==> src/rtl/obstacle_array_logic_if.sv <==
// obstacle_array_logic_if: game-control and bird/obstacle geometry bundle for obstacle_array_logic
interface obstacle_array_logic_if #(
  parameter int W       = 10,
  parameter int N_OBS   = 3,
  parameter int SCORE_W = 8
);
  logic               Start;
  logic               Ack;
  logic               Frame_Tick;
  logic [N_OBS*W-1:0] X_Edge;
  logic [N_OBS*W-1:0] Y_Edge;
  logic [W-1:0]       Bird_X;
  logic [W-1:0]       Bird_Y;
  logic               Q_Initial;
  logic               Q_Check;
  logic               Q_Lose;
  logic               Check;
  logic               Lose;
  logic [SCORE_W-1:0] Score;
  logic               Score_Pulse;
  modport master (
    output Start, Ack, Frame_Tick, X_Edge, Y_Edge, Bird_X, Bird_Y,
    input  Q_Initial, Q_Check, Q_Lose, Check, Lose, Score, Score_Pulse
  );
  modport slave (
    input  Start, Ack, Frame_Tick, X_Edge, Y_Edge, Bird_X, Bird_Y,
    output Q_Initial, Q_Check, Q_Lose, Check, Lose, Score, Score_Pulse
  );
endinterface

==> src/rtl/obstacle_array_logic.sv <==
// obstacle_array_logic: bird-vs-pipe collision, game state machine and saturating pass score
module obstacle_array_logic #(
  parameter int W        = 10,
  parameter int N_OBS    = 3,
  parameter int PIPE_W   = 40,
  parameter int GAP_H    = 100,
  parameter int BIRD_SZ  = 16,
  parameter int SCREEN_H = 480,
  parameter int SCORE_W  = 8
) (
  input logic Clk,
  input logic reset,
  obstacle_array_logic_if.slave bus
);
  typedef enum logic [1:0] {INITIAL, CHECK, LOSE} state_t;
  localparam int CW = $clog2(N_OBS + 1);
  localparam int SW = SCORE_W + CW;
  localparam logic signed [W+1:0] PW = (W+2)'(PIPE_W);
  localparam logic signed [W+1:0] GH = (W+2)'(GAP_H);
  localparam logic signed [W+1:0] BS = (W+2)'(BIRD_SZ);
  localparam logic signed [W+1:0] SH = (W+2)'(SCREEN_H);
  localparam logic [SW-1:0] MAX = {{CW{1'b0}}, {SCORE_W{1'b1}}};
  state_t state, next;
  logic [N_OBS-1:0] passed, pass, respawn, hit;
  logic signed [W+1:0] bx, by;
  logic bound, collide, tick;
  logic [CW-1:0] cnt;
  logic [SW-1:0] sum;
  logic [SCORE_W-1:0] score;
  logic lose, pulse;
  // Bird coordinates are signed; two guard bits keep every sum below exact
  assign bx = $signed({{2{bus.Bird_X[W-1]}}, bus.Bird_X});
  assign by = $signed({{2{bus.Bird_Y[W-1]}}, bus.Bird_Y});
  for (genvar i = 0; i < N_OBS; i++) begin : g_obs
    logic signed [W+1:0] x, y;
    assign x = $signed({2'b00, bus.X_Edge[i*W +: W]});
    assign y = $signed({2'b00, bus.Y_Edge[i*W +: W]});
    assign hit[i] = bx + BS > x && bx < x + PW && !(by >= y && by + BS <= y + GH);
    assign pass[i] = x + PW < bx && !passed[i];
    assign respawn[i] = x > bx;
  end
  assign bound = by[W+1] || by + BS > SH;
  assign collide = bound || |hit;
  assign tick = state == CHECK && bus.Frame_Tick;
  always_comb begin
    cnt = '0;
    for (int k = 0; k < N_OBS; k++) cnt = cnt + CW'(pass[k]);
  end
  assign sum = SW'(score) + SW'(cnt);
  always_comb begin
    next = state;
    next = state == INITIAL ? (bus.Start ? CHECK : INITIAL)
         : state == CHECK   ? (tick && collide ? LOSE : CHECK)
         :                    (bus.Ack ? INITIAL : LOSE);
  end
  always_ff @(posedge Clk or negedge reset)
    if (!reset) state <= INITIAL;
    else state <= next;
  // Score survives the return to INITIAL and is cleared only by the next Start
  always_ff @(posedge Clk or negedge reset)
    if (!reset) begin
      score  <= '0;
      passed <= '0;
      lose   <= 1'b0;
      pulse  <= 1'b0;
    end else begin
      lose  <= tick && collide;
      pulse <= tick && !collide && cnt != '0;
      if (state == INITIAL && bus.Start) begin
        score  <= '0;
        passed <= '0;
      end else if (tick) begin
        passed <= (collide ? passed : passed | pass) & ~respawn;
        if (!collide) score <= sum > MAX ? {SCORE_W{1'b1}} : sum[SCORE_W-1:0];
      end
    end
  assign bus.Q_Initial   = state == INITIAL;
  assign bus.Q_Check     = state == CHECK;
  assign bus.Q_Lose      = state == LOSE;
  assign bus.Check       = state == CHECK;
  assign bus.Lose        = lose;
  assign bus.Score       = score;
  assign bus.Score_Pulse = pulse;
endmodule

==> src/flat_wrapper.sv <==
// flat-port wrapper written by rule: the top's interface ports become plain ports
module obstacle_array_logic_flat 
#(
  parameter int W        = 10,
  parameter int N_OBS    = 3,
  parameter int PIPE_W   = 40,
  parameter int GAP_H    = 100,
  parameter int BIRD_SZ  = 16,
  parameter int SCREEN_H = 480,
  parameter int SCORE_W  = 8
)
  (Clk, reset, bus_Start, bus_Ack, bus_Frame_Tick, bus_X_Edge, bus_Y_Edge, bus_Bird_X, bus_Bird_Y, bus_Q_Initial, bus_Q_Check, bus_Q_Lose, bus_Check, bus_Lose, bus_Score, bus_Score_Pulse);
  obstacle_array_logic_if #(.W(W), .N_OBS(N_OBS), .SCORE_W(SCORE_W)) bus_i ();
  input logic Clk;
  input logic reset;
  input wire logic [$bits(bus_i.Start)-1:0] bus_Start;
  input wire logic [$bits(bus_i.Ack)-1:0] bus_Ack;
  input wire logic [$bits(bus_i.Frame_Tick)-1:0] bus_Frame_Tick;
  input wire logic [$bits(bus_i.X_Edge)-1:0] bus_X_Edge;
  input wire logic [$bits(bus_i.Y_Edge)-1:0] bus_Y_Edge;
  input wire logic [$bits(bus_i.Bird_X)-1:0] bus_Bird_X;
  input wire logic [$bits(bus_i.Bird_Y)-1:0] bus_Bird_Y;
  output wire logic [$bits(bus_i.Q_Initial)-1:0] bus_Q_Initial;
  output wire logic [$bits(bus_i.Q_Check)-1:0] bus_Q_Check;
  output wire logic [$bits(bus_i.Q_Lose)-1:0] bus_Q_Lose;
  output wire logic [$bits(bus_i.Check)-1:0] bus_Check;
  output wire logic [$bits(bus_i.Lose)-1:0] bus_Lose;
  output wire logic [$bits(bus_i.Score)-1:0] bus_Score;
  output wire logic [$bits(bus_i.Score_Pulse)-1:0] bus_Score_Pulse;
  assign bus_i.Start = bus_Start;
  assign bus_i.Ack = bus_Ack;
  assign bus_i.Frame_Tick = bus_Frame_Tick;
  assign bus_i.X_Edge = bus_X_Edge;
  assign bus_i.Y_Edge = bus_Y_Edge;
  assign bus_i.Bird_X = bus_Bird_X;
  assign bus_i.Bird_Y = bus_Bird_Y;
  assign bus_Q_Initial = bus_i.Q_Initial;
  assign bus_Q_Check = bus_i.Q_Check;
  assign bus_Q_Lose = bus_i.Q_Lose;
  assign bus_Check = bus_i.Check;
  assign bus_Lose = bus_i.Lose;
  assign bus_Score = bus_i.Score;
  assign bus_Score_Pulse = bus_i.Score_Pulse;
  obstacle_array_logic #(.W(W), .N_OBS(N_OBS), .PIPE_W(PIPE_W), .GAP_H(GAP_H), .BIRD_SZ(BIRD_SZ), .SCREEN_H(SCREEN_H), .SCORE_W(SCORE_W)) u_core (.Clk(Clk), .reset(reset), .bus(bus_i));
endmodule
==> config.mk <==
export PLATFORM = sky130hd
export DESIGN_NAME = obstacle_array_logic_flat
export DESIGN_NICKNAME = d
export VERILOG_FILES = /design/src/rtl/obstacle_array_logic_if.sv /design/src/rtl/obstacle_array_logic.sv /design/src/flat_wrapper.sv
export SDC_FILE = /design/constraint.sdc
export NUM_CORES = 1
export LEC_CHECK = 0
export BUFFER_PORTS_ARGS = -buffer_cell sky130_fd_sc_hd__buf_4
export CORE_UTILIZATION = 63
export CTS_CLUSTER_DIAMETER = 200
export DETAILED_ROUTE_END_ITERATION = 7
export PLACE_DENSITY = 0.92
export SLEW_MARGIN = 20
export SYNTH_ARGS = -nofsm -noshare
export SYNTH_HDL_FRONTEND = slang
export SYNTH_SLANG_ARGS = --single-unit
==> constraint.sdc <==
create_clock -name Clk -period 8.2 [get_ports Clk]
set_clock_uncertainty 0.2 [all_clocks]
set_input_delay 0.41 -clock Clk [delete_from_list [all_inputs] [get_ports Clk]]
set_output_delay 0.41 -clock Clk [all_outputs]
set_load 0.02 [all_outputs]
==> flow_summary.rst, run 1 <==
.. list-table::
   :header-rows: 1

   * - Metric
     - Value
   * - Combinational family with the most area after synthesis
     - adder cells
   * - Share of final-layout standard cells stronger than drive strength 1
     - 0.160
   * - Clk pwr share
     - 0.107
   * - Highest net fanout along the worst path
     - 6
   * - Required time at the endpoint of the critical path
     - just over 8 ns
   * - Async set-reset flop share out of synthesis
     - 1.00
   * - Cell types occupying the most area after synthesis
     - sky130_fd_sc_hd__ha_1 (37%), sky130_fd_sc_hd__dfrtp_1 (7.3%), sky130_fd_sc_hd__inv_1 (6.8%)
   * - Synthesized area divided by synthesized cell count
     - 7.92 um^2
   * - Synth Area in Compound Gates
     - 0.224
   * - Die width
     - just over 90 um
   * - Simple logic cell fraction of the synthesized area
     - 0.174
   * - Final cell count without fillers
     - around 850
   * - Pin count of the biggest net entering global routing
     - 16
   * - Number of rows created at floorplan
     - 32
   * - Overall power of the completed layout
     - 0.000565 W
   * - Prevailing post-synth register cell
     - sky130_fd_sc_hd__dfrtp_1
   * - Count of maximum capacitance violations
     - 0
   * - Cell Int Power
     - 0.000295 W
   * - FF+latch count, synth
     - 15
   * - Synthesis-to-finish area growth
     - 17.4%
   * - Transition at the pin with the smallest max-transition slack
     - 0.757 ns
   * - Yosys top cell by area
     - sky130_fd_sc_hd__ha_1
   * - Critical Path Source Type
     - primary input
   * - Worst path arrival time
     - a little over 5 ns
   * - GR Overflow Total
     - 0
   * - Adder and majority cell fraction of the synthesized area
     - 0.380
   * - Type of the worst setup path
     - in2reg
   * - Final setup vio count
     - 0
   * - Kind of end point of the critical path
     - register
   * - Placed cell count
     - 840
   * - EDFF count, synth
     - 0
   * - Non-Filler Cell Area, Final
     - around 6000 um^2
   * - Leakage dissipation
     - 3.17 nW
   * - Antenna violations before repair
     - 0
   * - Power density over cell area
     - 94.3 nW/um^2
   * - Number of fill cells
     - 573
   * - Sum of negative setup slack
     - 0 ns
   * - Worst-case clock buffer depth
     - 2
   * - Die area
     - roughly 8500 um^2
   * - Number of buffers added by the clock tree synthesis step
     - 3
   * - Number of DRC markers after the initial detailed-route iteration
     - approximately 310
   * - Number of endpoints with negative hold slack in the final report
     - 0
   * - Sequential-to-total area share from yosys stat
     - 0.0735
   * - Synth top area share
     - 0.372
   * - Post-synthesis share of cell area spent on xor and xnor gates
     - 0.0703
   * - Clock latency on the worst-skew pair
     - 0.25 ns
   * - Number of global-route vias before repair
     - between 5k and 6k
   * - Top-level I/O count
     - a little under 100
   * - Max-slew headroom at the worst pin
     - 0.489
   * - Post-place instance area
     - between 5000 and 6000 um^2
   * - Quantity of gates resized following cts
     - 0
   * - Unrepaired setup endpoints after global routing
     - false
   * - Remaining antenna violation count
     - 0
   * - Final worst path period share
     - 0.636
   * - CTS H-Tree Depth
     - 1
   * - # port buffers
     - 98
   * - Height of the die
     - roughly 92 um
   * - Post-route DRC violation count
     - 0
   * - Detailed-placement wirelength estimate
     - 12300 um
   * - Clock-pin slew of the registers on the worst-case setup and hold paths
     - around 0.060 ns
   * - Status
     - complete, no violations
   * - Wirelength per Cell
     - approximately 17 um
   * - Core region area
     - 7770 um^2
   * - Vias post-DR
     - between 5k and 6k
   * - Worst-case setup margin in the final layout
     - 2.99 ns
   * - Gate count of the mapped netlist
     - 645
   * - Slew Viols, Final
     - 0
   * - Number of warning messages in the yosys log
     - 0
   * - Multiplexer share of the synthesized area
     - 0.00220
   * - Largest vdd supply drop
     - around 0.058 mV
   * - Setup Slack @ Placement
     - 2.84 ns
   * - Net switching power
     - 0.000271 W
   * - Clock Root Buffer
     - sky130_fd_sc_hd__clkbuf_8
   * - Hold/Removal Path Class
     - in2reg
   * - Proportion of power drawn by combinational gates
     - 0.730
   * - Sinks on the clock net
     - 15
   * - Vias per Instance
     - roughly 6.2
   * - CTS tree
     - done
   * - Flop pwr share
     - 0.163
   * - Detailed-routing iteration count for the pre-antenna-repair pass
     - 5
   * - Switching fraction of total power
     - 0.479
   * - First-pass GRT wire length
     - between 20000 and 25000 um
   * - Cell area after synthesis
     - 5110 um^2
   * - Distinct cells, synth
     - 72
   * - Achievable frequency
     - about 190 MHz
   * - Antenna diode count
     - 0
   * - Placer congestion estimate
     - 0.953
   * - Minimum period implied by the final worst setup slack
     - 5.21 ns
   * - Nets in the synthesized netlist
     - between 800 and 900
   * - NumNets Final
     - slightly below 1k
   * - Effective utilization at floorplan
     - 0.658
   * - Global routing usage summed across all routing layers
     - 0.346
   * - Routed wire length
     - about 14000 um
   * - Setup bufs post-CTS
     - 0
-- critical path, stage by stage --
cell,delay [ns]
sky130_fd_sc_hd__buf_4,0.11
sky130_fd_sc_hd__ha_1,0.18
sky130_fd_sc_hd__o21ai_0,0.15
sky130_fd_sc_hd__or3_1,0.36
sky130_fd_sc_hd__xnor2_1,0.14
sky130_fd_sc_hd__ha_1,0.30
sky130_fd_sc_hd__nand4_1,0.09
sky130_fd_sc_hd__nor2_1,0.12
sky130_fd_sc_hd__o21ai_0,0.12
sky130_fd_sc_hd__a31oi_1,0.27
sky130_fd_sc_hd__a21boi_0,0.47
sky130_fd_sc_hd__nand2b_1,0.15
sky130_fd_sc_hd__fa_1,0.51
sky130_fd_sc_hd__inv_1,0.07
sky130_fd_sc_hd__ha_1,0.16
sky130_fd_sc_hd__inv_1,0.06
sky130_fd_sc_hd__fa_1,0.35
sky130_fd_sc_hd__inv_1,0.09
sky130_fd_sc_hd__and3_1,0.20
sky130_fd_sc_hd__and3_1,0.23
sky130_fd_sc_hd__and3_2,0.27
sky130_fd_sc_hd__nor2_1,0.09
sky130_fd_sc_hd__a311oi_1,0.27
-- metal layers --
metal  up-vias  track usage  share of wire
met5         -            0              0
met4         0        0.135          0.035
met3        50       0.0365          0.065
met2       211        0.606           0.47
met1      2447        0.432           0.43
li1       2559            -              -
-- Yosys cell counts (3+ instances only) --
cell and n:
sky130_fd_sc_hd__a21oi_1 44, sky130_fd_sc_hd__nand4_1 14, sky130_fd_sc_hd__o21a_1 7, sky130_fd_sc_hd__a21o_1 12, sky130_fd_sc_hd__a211o_1 6, sky130_fd_sc_hd__nand4b_1 3, sky130_fd_sc_hd__nand2b_1 10, sky130_fd_sc_hd__o21ai_0 35
sky130_fd_sc_hd__dfrtp_1 15, sky130_fd_sc_hd__nand3b_1 3, sky130_fd_sc_hd__nor2b_1 9, sky130_fd_sc_hd__nor4_1 4, sky130_fd_sc_hd__xnor2_1 36, sky130_fd_sc_hd__o211ai_1 7, sky130_fd_sc_hd__ha_1 152, sky130_fd_sc_hd__xor2_1 5
sky130_fd_sc_hd__nand3_1 30, sky130_fd_sc_hd__a31oi_1 10, sky130_fd_sc_hd__and3_1 9, sky130_fd_sc_hd__inv_1 93, sky130_fd_sc_hd__o21bai_1 5, sky130_fd_sc_hd__a211oi_1 15, sky130_fd_sc_hd__nor3_1 13, sky130_fd_sc_hd__nand2_1 28
sky130_fd_sc_hd__nor2_1 23
-- layout make-up --
cell class / count / area (um^2) / area share
clock buffers: 3 / 41.3 / 0.00689
clock inverters: 1 / 5.00 / 0.000835
inverters: 94 / 353 / 0.0589
multi-input cells: 531 / 4350 / 0.725
flip-flops and latches: 15 / 375 / 0.0626
well taps: 102 / 128 / 0.0213
repair buffers: 99 / 746 / 0.124
-- cells in the final DEF, fill, tap and decap left out, types with 10 or more instances in the layout --
cell type and n:
sky130_fd_sc_hd__a211oi_1 15, sky130_fd_sc_hd__a21o_1 12, sky130_fd_sc_hd__a21oi_1 44, sky130_fd_sc_hd__a31oi_1 10, sky130_fd_sc_hd__buf_4 98, sky130_fd_sc_hd__dfrtp_1 15, sky130_fd_sc_hd__ha_1 152, sky130_fd_sc_hd__inv_1 93
sky130_fd_sc_hd__nand2_1 28, sky130_fd_sc_hd__nand2b_1 10, sky130_fd_sc_hd__nand3_1 30, sky130_fd_sc_hd__nand4_1 14, sky130_fd_sc_hd__nor2_1 23, sky130_fd_sc_hd__nor3_1 13, sky130_fd_sc_hd__o21ai_0 35, sky130_fd_sc_hd__xnor2_1 36
-- sequential cells by signal, summed over array words and instances (netlist names) --
name and count:
u_core.bus.Lose 1, u_core.state 2, u_core.bus.Score 8, u_core.passed 3
u_core.bus.Score_Pulse 1
-- power by group through the flow --
| stage | Combinational, W | Sequential [W] | Clock (W) |
|---|---|---|---|
| 5_1_grt | 0.000460 | 0.0000934 | 0.0000646 |
| 6_report | 0.000413 | 0.0000923 | 0.0000607 |
| 2_1_floorplan | 0.000258 | 0.0000979 | 0 |
| 4_1_cts | 0.000406 | 0.0000920 | 0.0000612 |
| 3_5_place_dp | 0.000402 | 0.0000933 | 0 |
| 3_3_place_gp | 0.000384 | 0.0000926 | 0 |
-- path summary, 6_finish.rpt --
kind / start / end / slack [ns] / depth (start not counted)
max in group asynchronous: reset / u_core.passed[2]$_DFFE_PN0P_ / 7.29 / 2
min in group asynchronous: reset / u_core.bus.Score[2]$_DFFE_PN0P_ / 0.34 / 2
worst min-delay path: bus_Ack / u_core.state[1]$_DFF_PN0_ / 0.14 / 2
worst min register to register: u_core.passed[1]$_DFFE_PN0P_ / u_core.passed[1]$_DFFE_PN0P_ / 0.29 / 1
worst max-delay path: bus_X_Edge[3] / u_core.bus.Score[4]$_DFFE_PN0P_ / 2.99 / 23
worst max register to register: u_core.passed[0]$_DFFE_PN0P_ / u_core.bus.Score[4]$_DFFE_PN0P_ / 5.06 / 12
-- timing repair --
| item | in CTS | in global routing |
|---|---|---|
| hold buffers | 1 | 0 |
| endpoints found under the hold margin | 15 | 0 |
| setup endpoints to repair | 0 | 0 |
-- kinds of logic after synthesis --
group           count (synthesis)
flops                          15
xor+xnor                       41
compound gates                171
simple gates                  164
buf+inv                        99
mux                             1
fa+ha+maj                     154
-- metrics by stage --
stage	utilization	hold slack, ns
3_3_place_gp	0.764	0.0747
3_5_place_dp	0.764	0.0730
5_1_grt	0.772	0.133
4_1_cts	0.772	0.135
6_report	0.772	0.143
2_1_floorplan	-	-0.0856
Note: power is estimated with default switching activity, not from simulation.
==> run 2, diff against run 1 <==
Settings changed: CORE_UTILIZATION 63 to 58, PLACE_DENSITY 0.92 to 0.86.
Clock period 8.2 ns to 5 ns, I/O delays scaled along.
==> run 2 against run 1 <==
Against the previous run:
- total power up 63%
- sequential share of layout area about the same
- hold slack worse by 0.045 ns
- count of clock-buffer cells in the layout unchanged
- non-clock buffer count up 2
- clock power up 62%
- global-route usage down 1.9 points
- sequential power up 65%
- sequential cell count unchanged
- final area up 0.46%
- first-iteration DRC count down 30%
- setup slack worse by 2.7 ns
- critical path type unchanged
- critical endpoint is now u_core.bus.Score[2]$_DFFE_PN0P_
- largest cell class unchanged
- largest power group unchanged
==> flow_summary.rst, run 2 (synthesis gave the netlist of run 1 again) <==
.. list-table::
   :header-rows: 1

   * - Metric
     - Value
   * - Status
     - complete, no violations (unchanged)
   * - Area of the multi-input gates
     - 4350 um^2 (about the same)
   * - Setup Slack @ Placement
     - -0.0513 ns (was 2.84 ns)
   * - CTS H-Tree Depth
     - 1 (unchanged)
   * - Number of rows created at floorplan
     - 33 (was 32)
   * - Number of global-route vias before repair
     - 5347 (was 5265)
   * - Highest net fanout along the worst path
     - 6 (unchanged)
   * - Power density over cell area
     - 153 nW/um^2 (was 94.3 nW/um^2)
   * - Max-slew headroom at the worst pin
     - 0.563 (was 0.489)
   * - Setup bufs post-CTS
     - 0 (unchanged)
   * - Wirelength per Cell
     - 17.1 um (was 17.0 um)
   * - Most common cell after layout, fill and taps aside
     - sky130_fd_sc_hd__ha_1 (unchanged)
   * - Switching fraction of total power
     - 0.475 (was 0.479)
   * - Clock latency on the worst-skew pair
     - 0.25 ns (about the same)
   * - Effective utilization at floorplan
     - 0.609 (was 0.658)
   * - Height of the die
     - 95.8 um (was 92.0 um)
   * - Worst-case setup margin in the final layout
     - 0.251 ns (was 2.99 ns)
   * - Worst flop-to-flop path startpoint
     - u_core.passed[0]$_DFFE_PN0P_ (unchanged)
   * - CTS tree
     - done (unchanged)
   * - Global routing usage summed across all routing layers
     - 0.327 (was 0.346)
   * - Flop pwr share
     - 0.165 (was 0.163)
   * - Worst path arrival time
     - 4.70 ns (was 5.17 ns)
   * - Number of DRC markers after the initial detailed-route iteration
     - 214 (was 307)
   * - Post-route DRC violation count
     - 0 (unchanged)
   * - Share of final-layout standard cells stronger than drive strength 1
     - 0.164 (was 0.160)
   * - Worst Hold Margin
     - 0.0985 ns (was 0.143 ns)
   * - Count of maximum capacitance violations
     - 0 (unchanged)
   * - Detailed-routing iteration count for the pre-antenna-repair pass
     - 8 (was 5)
   * - Net switching power
     - 0.000439 W (was 0.000271 W)
   * - Antenna diode count
     - 0 (unchanged)
   * - Most frequent cells in the layout
     - sky130_fd_sc_hd__ha_1 (152), sky130_fd_sc_hd__buf_4 (99), sky130_fd_sc_hd__inv_1 (93) (was sky130_fd_sc_hd__ha_1 (152), sky130_fd_sc_hd__buf_4 (98), sky130_fd_sc_hd__inv_1 (93))
   * - First-pass GRT wire length
     - 23800 um (about the same)
   * - Number of endpoints with negative hold slack in the final report
     - 0 (unchanged)
   * - Core region area
     - 8380 um^2 (was 7770 um^2)
   * - Die area
     - 9190 um^2 (was 8470 um^2)
   * - Clk pwr share
     - 0.107 (about the same)
   * - Vias per Instance
     - 6.14 (was 6.23)
   * - Placer congestion estimate
     - 0.927 (was 0.953)
   * - Proportion of power drawn by combinational gates
     - 0.729 (was 0.730)
   * - Number of flip-flops under the largest register name
     - 8 (unchanged)
   * - Kind of end point of the critical path
     - register (unchanged)
   * - NumNets Final
     - 985 (was 983)
   * - Min-delay src
     - bus_Start (was bus_Ack)
   * - Vias post-DR
     - 5217 (was 5267)
   * - GR Overflow Total
     - 0 (unchanged)
   * - Top-level I/O count
     - 99 (unchanged)
   * - Minimum period implied by the final worst setup slack
     - roughly 4.7 ns
   * - Final setup vio count
     - 0 (unchanged)
   * - Routed wire length
     - 14500 um (was 14300 um)
   * - Clock Root Buffer
     - sky130_fd_sc_hd__clkbuf_8 (unchanged)
   * - Sinks on the clock net
     - 15 (unchanged)
   * - Critical path origin
     - bus_X_Edge[3] (unchanged)
   * - Hold/Removal Path Class
     - in2reg (unchanged)
   * - Achievable frequency
     - 211 MHz
   * - Antenna violations before repair
     - 0 (unchanged)
   * - Synthesis-to-finish area growth
     - 17.9% (was 17.4%)
   * - Final worst path period share
     - 0.950
   * - Required time at the endpoint of the critical path
     - 4.95 ns (was 8.15 ns)
   * - Detailed-placement wirelength estimate
     - 12400 um (was 12300 um)
   * - Number of buffers added by the clock tree synthesis step
     - 3 (unchanged)
   * - Cell Int Power
     - 0.000484 W (was 0.000295 W)
   * - Slew Viols, Final
     - 0 (unchanged)
   * - Remaining antenna violation count
     - 0 (unchanged)
   * - Leakage dissipation
     - 3.18 nW (was 3.17 nW)
   * - Share of the core filled with cells
     - 0.718 (was 0.772)
   * - Pin count of the biggest net entering global routing
     - 16 (unchanged)
   * - Type of the worst setup path
     - in2reg (unchanged)
   * - Die width
     - 95.8 um (was 92.0 um)
   * - Clock-pin slew of the registers on the worst-case setup and hold paths
     - 0.06 ns (about the same)
   * - Critical Path Source Type
     - primary input (unchanged)
   * - Number of fill cells
     - 665 (was 573)
   * - Register-to-register setup slack
     - 1.80 ns (was 5.06 ns)
   * - Worst-case clock buffer depth
     - 2 (unchanged)
   * - Largest vdd supply drop
     - 0.120 mV (was 0.0579 mV)
   * - # port buffers
     - 98 (unchanged)
   * - Combined flip-flop and latch cell area
     - 375 um^2 (unchanged)
   * - Transition at the pin with the smallest max-transition slack
     - 0.652 ns (was 0.757 ns)
run 2: changes by cell type in the layout (fill, tap and decap cells not counted), sizes merged:
cell         delta
buf             +1
dlygate4sd3     +1
run 2: power by group through the flow:
stage / Clock, W / Sequential [W] / Combinational (W)
floorplan: 0 / 0.000160 / 0.000423
global placement: 0 / 0.000152 / 0.000629
detailed placement: 0 / 0.000154 / 0.000660
CTS: 0.0000999 / 0.000152 / 0.000664
global route: 0.000107 / 0.000155 / 0.000757
finish: 0.0000984 / 0.000152 / 0.000673
run 2: per-layer routing:
| metal | GRT usage | vias up | part of all wire |
|---|---|---|---|
| li1 | - | 2553 | - |
| met1 | 0.376 | 2396 | 0.41 |
| met2 | 0.605 | 224 | 0.50 |
| met3 | 0.0348 | 44 | 0.063 |
| met4 | 0.147 | 0 | 0.037 |
| met5 | 0 | - | 0 |
run 2: final timing paths:
kind,to,depth (start not counted)
setup / recovery,u_core.bus.Score[2]$_DFFE_PN0P_,23
hold / removal,u_core.state[0]$_DFF_PN0_,3
setup reg to reg,u_core.bus.Score[2]$_DFFE_PN0P_,12
hold reg to reg,u_core.passed[2]$_DFFE_PN0P_,1
max in group asynchronous,u_core.bus.Lose$_DFF_PN0_,2
min in group asynchronous,u_core.bus.Score_Pulse$_DFF_PN0_,2
run 2: worst max-delay path, stage by stage:
cell and delay (ns):
sky130_fd_sc_hd__buf_4 0.11, sky130_fd_sc_hd__ha_1 0.18, sky130_fd_sc_hd__o21ai_0 0.14, sky130_fd_sc_hd__or3_1 0.34
sky130_fd_sc_hd__xnor2_1 0.14, sky130_fd_sc_hd__ha_1 0.31, sky130_fd_sc_hd__nand4_1 0.11, sky130_fd_sc_hd__nor2_2 0.13
sky130_fd_sc_hd__o21ai_0 0.12, sky130_fd_sc_hd__a31oi_1 0.21, sky130_fd_sc_hd__a21boi_2 0.21, sky130_fd_sc_hd__nand2b_1 0.10
sky130_fd_sc_hd__fa_1 0.50, sky130_fd_sc_hd__inv_1 0.07, sky130_fd_sc_hd__ha_1 0.15, sky130_fd_sc_hd__inv_1 0.05
sky130_fd_sc_hd__fa_1 0.37, sky130_fd_sc_hd__inv_1 0.10, sky130_fd_sc_hd__and3_1 0.21, sky130_fd_sc_hd__and3_1 0.23
sky130_fd_sc_hd__and3_2 0.27, sky130_fd_sc_hd__nor2_1 0.10, sky130_fd_sc_hd__a311oi_1 0.29
run 2: stage by stage:
stage	instance area (um^2)	TNS (ns)	power (W)	cells
floorplan	5110	0	0.000583	645
global placement	5950	0	0.000781	844
detailed placement	5950	-0.0850	0.000814	844
CTS	6020	0	0.000916	850
global route	6020	-0.000226	0.00102	850
finish	6020	0	0.000923	850
run 2: cell type report:
type | count | share of cell area
Clock inverter | 1 | 0.000831
Inverter | 94 | 0.0586
Timing Repair Buffer | 101 | 0.127
Multi-Input combinational cell | 531 | 0.723
Tap cell | 105 | 0.0218
Sequential cell | 15 | 0.0623
Clock buffer | 3 | 0.00686
run 2: timing repair:
item,4_1_cts,5_1_grt
hold buffers,2,0
setup endpoints to repair,0,5
hold endpoints to repair,16,0
resized for setup,0,3
==> run 3, diff against run 2 <==
Settings changed: BUFFER_PORTS_ARGS -buffer_cell sky130_fd_sc_hd__buf_4 to -buffer_cell sky130_fd_sc_hd__buf_2, CORE_UTILIZATION 58 to 55, PLACE_DENSITY 0.86 to 0.82.
==> run 3 against run 2 <==
Against the previous run:
- the flow now finishes with violations (design-rule violations)
- non-clock buffer count decreased by 1
- final cell count increased by 0.24%
- total power down 3.7%
- critical path type unchanged
- largest cell class unchanged
- hold slack improved by 0.0083 ns
- sequential share of layout area grew 0.27 points
==> flow_summary.rst, run 3 (synthesis gave the netlist of run 1 again) <==
.. list-table::
   :header-rows: 1

   * - Metric
     - Value
   * - Net switching power
     - 0.000438 W (was 0.000439 W)
   * - Clock-pin slew of the registers on the worst-case setup and hold paths
     - 0.06 ns (about the same)
   * - Synthesis-to-finish area growth
     - 13.1% (was 17.9%)
   * - Status
     - complete, but fails checks (was complete, no violations)
   * - Height of the die
     - 98.4 um (was 95.8 um)
   * - Max-slew headroom at the worst pin
     - 0.576 (was 0.563)
   * - Detailed-placement wirelength estimate
     - 12100 um (was 12400 um)
   * - Gate family responsible for the most delay along the worst path
     - adder cells (unchanged)
   * - Flop pwr share
     - 0.170 (was 0.165)
   * - Wirelength per Cell
     - 16.7 um (was 17.1 um)
   * - Most frequent cells in the layout
     - sky130_fd_sc_hd__ha_1 (152), sky130_fd_sc_hd__buf_2 (98), sky130_fd_sc_hd__inv_1 (93) (was sky130_fd_sc_hd__ha_1 (152), sky130_fd_sc_hd__buf_4 (99), sky130_fd_sc_hd__inv_1 (93))
   * - Clk pwr share
     - 0.115 (was 0.107)
   * - Clock latency on the worst-skew pair
     - 0.26 ns (was 0.25 ns)
   * - Number of DRC markers after the initial detailed-route iteration
     - 242 (was 214)
   * - Proportion of power drawn by combinational gates
     - 0.715 (was 0.729)
   * - Detailed-routing iteration count for the pre-antenna-repair pass
     - 8 (unchanged)
   * - Pin count of the biggest net entering global routing
     - 16 (unchanged)
   * - Routed wire length
     - 14200 um (was 14500 um)
   * - Antenna diode count
     - 0 (unchanged)
   * - Number of endpoints with negative hold slack in the final report
     - 0 (unchanged)
   * - Number of rows created at floorplan
     - 34 (was 33)
   * - Highest net fanout along the worst path
     - 6 (unchanged)
   * - Most common cell after layout, fill and taps aside
     - sky130_fd_sc_hd__ha_1 (unchanged)
   * - Post-place instance area
     - 5700 um^2 (was 5950 um^2)
   * - Top-level I/O count
     - 99 (unchanged)
   * - Violations in the final reports
     - design-rule violations
   * - Effective utilization at floorplan
     - 0.577 (was 0.609)
   * - Sum of negative setup slack
     - 0 ns (unchanged)
   * - First-pass GRT wire length
     - 23800 um (about the same)
   * - Worst Hold Margin
     - 0.107 ns (was 0.0985 ns)
   * - Count of maximum capacitance violations
     - 0 (unchanged)
   * - Slowest cell on the critical path
     - sky130_fd_sc_hd__fa_1 (unchanged)
   * - Final worst path period share
     - 0.940 (was 0.950)
   * - Bufs and invs on worst path
     - 4 (unchanged)
   * - Required time at the endpoint of the critical path
     - 4.96 ns (was 4.95 ns)
   * - Switching fraction of total power
     - 0.493 (was 0.475)
   * - Die width
     - 98.4 um (was 95.8 um)
   * - Vias per Instance
     - 6.13 (was 6.14)
   * - Number of global-route vias before repair
     - 5175 (was 5347)
   * - Minimum period implied by the final worst setup slack
     - 4.70 ns (was 4.75 ns)
   * - Clock Root Buffer
     - sky130_fd_sc_hd__clkbuf_8 (unchanged)
   * - Number of buffers added by the clock tree synthesis step
     - 3 (unchanged)
   * - Setup bufs post-CTS
     - 0 (unchanged)
   * - Worst-case setup margin in the final layout
     - 0.300 ns (was 0.251 ns)
   * - Leakage dissipation
     - 3.10 nW (was 3.18 nW)
   * - Number of flip-flops under the largest register name
     - 8 (unchanged)
   * - Setup Slack @ Placement
     - -0.0148 ns (was -0.0513 ns)
   * - Share of the core filled with cells
     - 0.653 (was 0.718)
   * - Ordered cell list for the critical path
     - buf_2 -> ha_1 -> o21ai_0 -> or3_1 -> xnor2_1 -> ha_1 -> nand4_1 -> nor2_2 -> o21ai_0 -> a31oi_1 -> a21boi_2 -> nand2b_1 -> fa_1 -> inv_1 -> ha_1 -> inv_1 -> fa_1 -> inv_1 -> and3_1 -> and3_1 -> and3_4 -> nor2_1 -> a311oi_1 (was buf_4 -> ha_1 -> o21ai_0 -> or3_1 -> xnor2_1 -> ha_1 -> nand4_1 -> nor2_2 -> o21ai_0 -> a31oi_1 -> a21boi_2 -> nand2b_1 -> fa_1 -> inv_1 -> ha_1 -> inv_1 -> fa_1 -> inv_1 -> and3_1 -> and3_1 -> and3_2 -> nor2_1 -> a311oi_1)
   * - Achievable frequency
     - 213 MHz (was 211 MHz)
   * - CTS H-Tree Depth
     - 1 (unchanged)
   * - Share of final-layout standard cells stronger than drive strength 1
     - 0.161 (was 0.164)
   * - Power density over cell area
     - 154 nW/um^2 (was 153 nW/um^2)
   * - Worst path arrival time
     - 4.66 ns (was 4.70 ns)
   * - Antenna violations before repair
     - 0 (unchanged)
   * - Post-route DRC violation count
     - 8 (was 0)
   * - Critical Path Source Type
     - primary input (unchanged)
   * - Core region area
     - 8850 um^2 (was 8380 um^2)
   * - Transition at the pin with the smallest max-transition slack
     - 0.632 ns (was 0.652 ns)
   * - Delay contributed by the slowest stage of the critical path
     - 0.49 ns (was 0.50 ns)
   * - Sinks on the clock net
     - 15 (unchanged)
   * - Non-Filler Cell Area, Final
     - 5780 um^2 (was 6020 um^2)
   * - NumNets Final
     - 984 (was 985)
   * - Hold/Removal Path Class
     - in2reg (unchanged)
   * - Kind of end point of the critical path
     - register (unchanged)
   * - # port buffers
     - 98 (unchanged)
   * - Global routing usage summed across all routing layers
     - 0.300 (was 0.327)
   * - Vias post-DR
     - 5226 (was 5217)
   * - Slew Viols, Final
     - 0 (unchanged)
   * - Type of the worst setup path
     - in2reg (unchanged)
   * - Final setup vio count
     - 0 (unchanged)
   * - CTS tree
     - done (unchanged)
   * - Largest vdd supply drop
     - 0.0928 mV (was 0.120 mV)
   * - Placer congestion estimate
     - 0.968 (was 0.927)
   * - Worst-case clock buffer depth
     - 2 (unchanged)
   * - Die area
     - 9680 um^2 (was 9190 um^2)
   * - GR Overflow Total
     - 0 (unchanged)
   * - Cell Int Power
     - 0.000451 W (was 0.000484 W)
   * - Remaining antenna violation count
     - 0 (unchanged)
[run 3: cell count changes in the layout (fill, tap and decap cells not counted)]
cell                       previous run  this run
sky130_fd_sc_hd__buf_4               99         0
sky130_fd_sc_hd__and3_4               0         1
sky130_fd_sc_hd__and3_2               1         0
sky130_fd_sc_hd__buf_2                0        98
sky130_fd_sc_hd__clkbuf_1             0         1
sky130_fd_sc_hd__clkinv_2             1         0
[run 3: worst min-delay path: cells and delay by family]
kind / cells / cell delay [ns]
simple gates: 2 / 0.19
buf+inv: 1 / 0.08
[run 3: final timing paths]
| check | from | endpoint | slack, ns | depth (start not counted) |
|---|---|---|---|---|
| setup / recovery | bus_X_Edge[3] | u_core.bus.Score[2]$_DFFE_PN0P_ | 0.30 | 23 |
| hold / removal | bus_Start | u_core.state[0]$_DFF_PN0_ | 0.11 | 3 |
| setup reg to reg | u_core.passed[0]$_DFFE_PN0P_ | u_core.bus.Score[2]$_DFFE_PN0P_ | 1.86 | 12 |
| hold reg to reg | u_core.passed[2]$_DFFE_PN0P_ | u_core.passed[2]$_DFFE_PN0P_ | 0.30 | 1 |
| max in group asynchronous | reset | u_core.bus.Score[6]$_DFFE_PN0P_ | 4.11 | 2 |
| min in group asynchronous | reset | u_core.bus.Score[1]$_DFFE_PN0P_ | 0.23 | 2 |
[run 3: cell type report]
| cell class | count | area, um^2 |
|---|---|---|
| multi-input combinational | 531 | 4360 |
| fill | 804 | 3070 |
| timing repair buffer | 100 | 510 |
| sequential | 15 | 375 |
| inverter | 94 | 353 |
| tap | 108 | 135 |
| clock buffer | 4 | 45.0 |
[run 3: timing repair]
| item | 4_1_cts | 5_1_grt |
|---|---|---|
| resized for setup | 0 | 4 |
| endpoints found under the setup margin | 0 | 5 |
| hold endpoints to repair | 16 | 0 |
| hold buffers | 2 | 0 |
[run 3: metrics by stage]
step | instances | total power, W
6_report | 852 | 0.000889
5_1_grt | 852 | 0.000978
4_1_cts | 852 | 0.000886
3_5_place_dp | 846 | 0.000776
3_3_place_gp | 846 | 0.000747
2_1_floorplan | 645 | 0.000583
[run 3: layer usage]
metal	global-route usage	wire length, um
met5	0	0
met4	0.139	610
met3	0.0286	1060
met2	0.533	6680
met1	0.365	5840
[run 3: power by group through the flow]
stage | registers, W | logic, W | clock network [W]
floorplan | 0.000160 | 0.000423 | 0
global placement | 0.000151 | 0.000596 | 0
detailed placement | 0.000152 | 0.000624 | 0
CTS | 0.000151 | 0.000631 | 0.000103
global route | 0.000153 | 0.000717 | 0.000108
finish | 0.000151 | 0.000636 | 0.000102
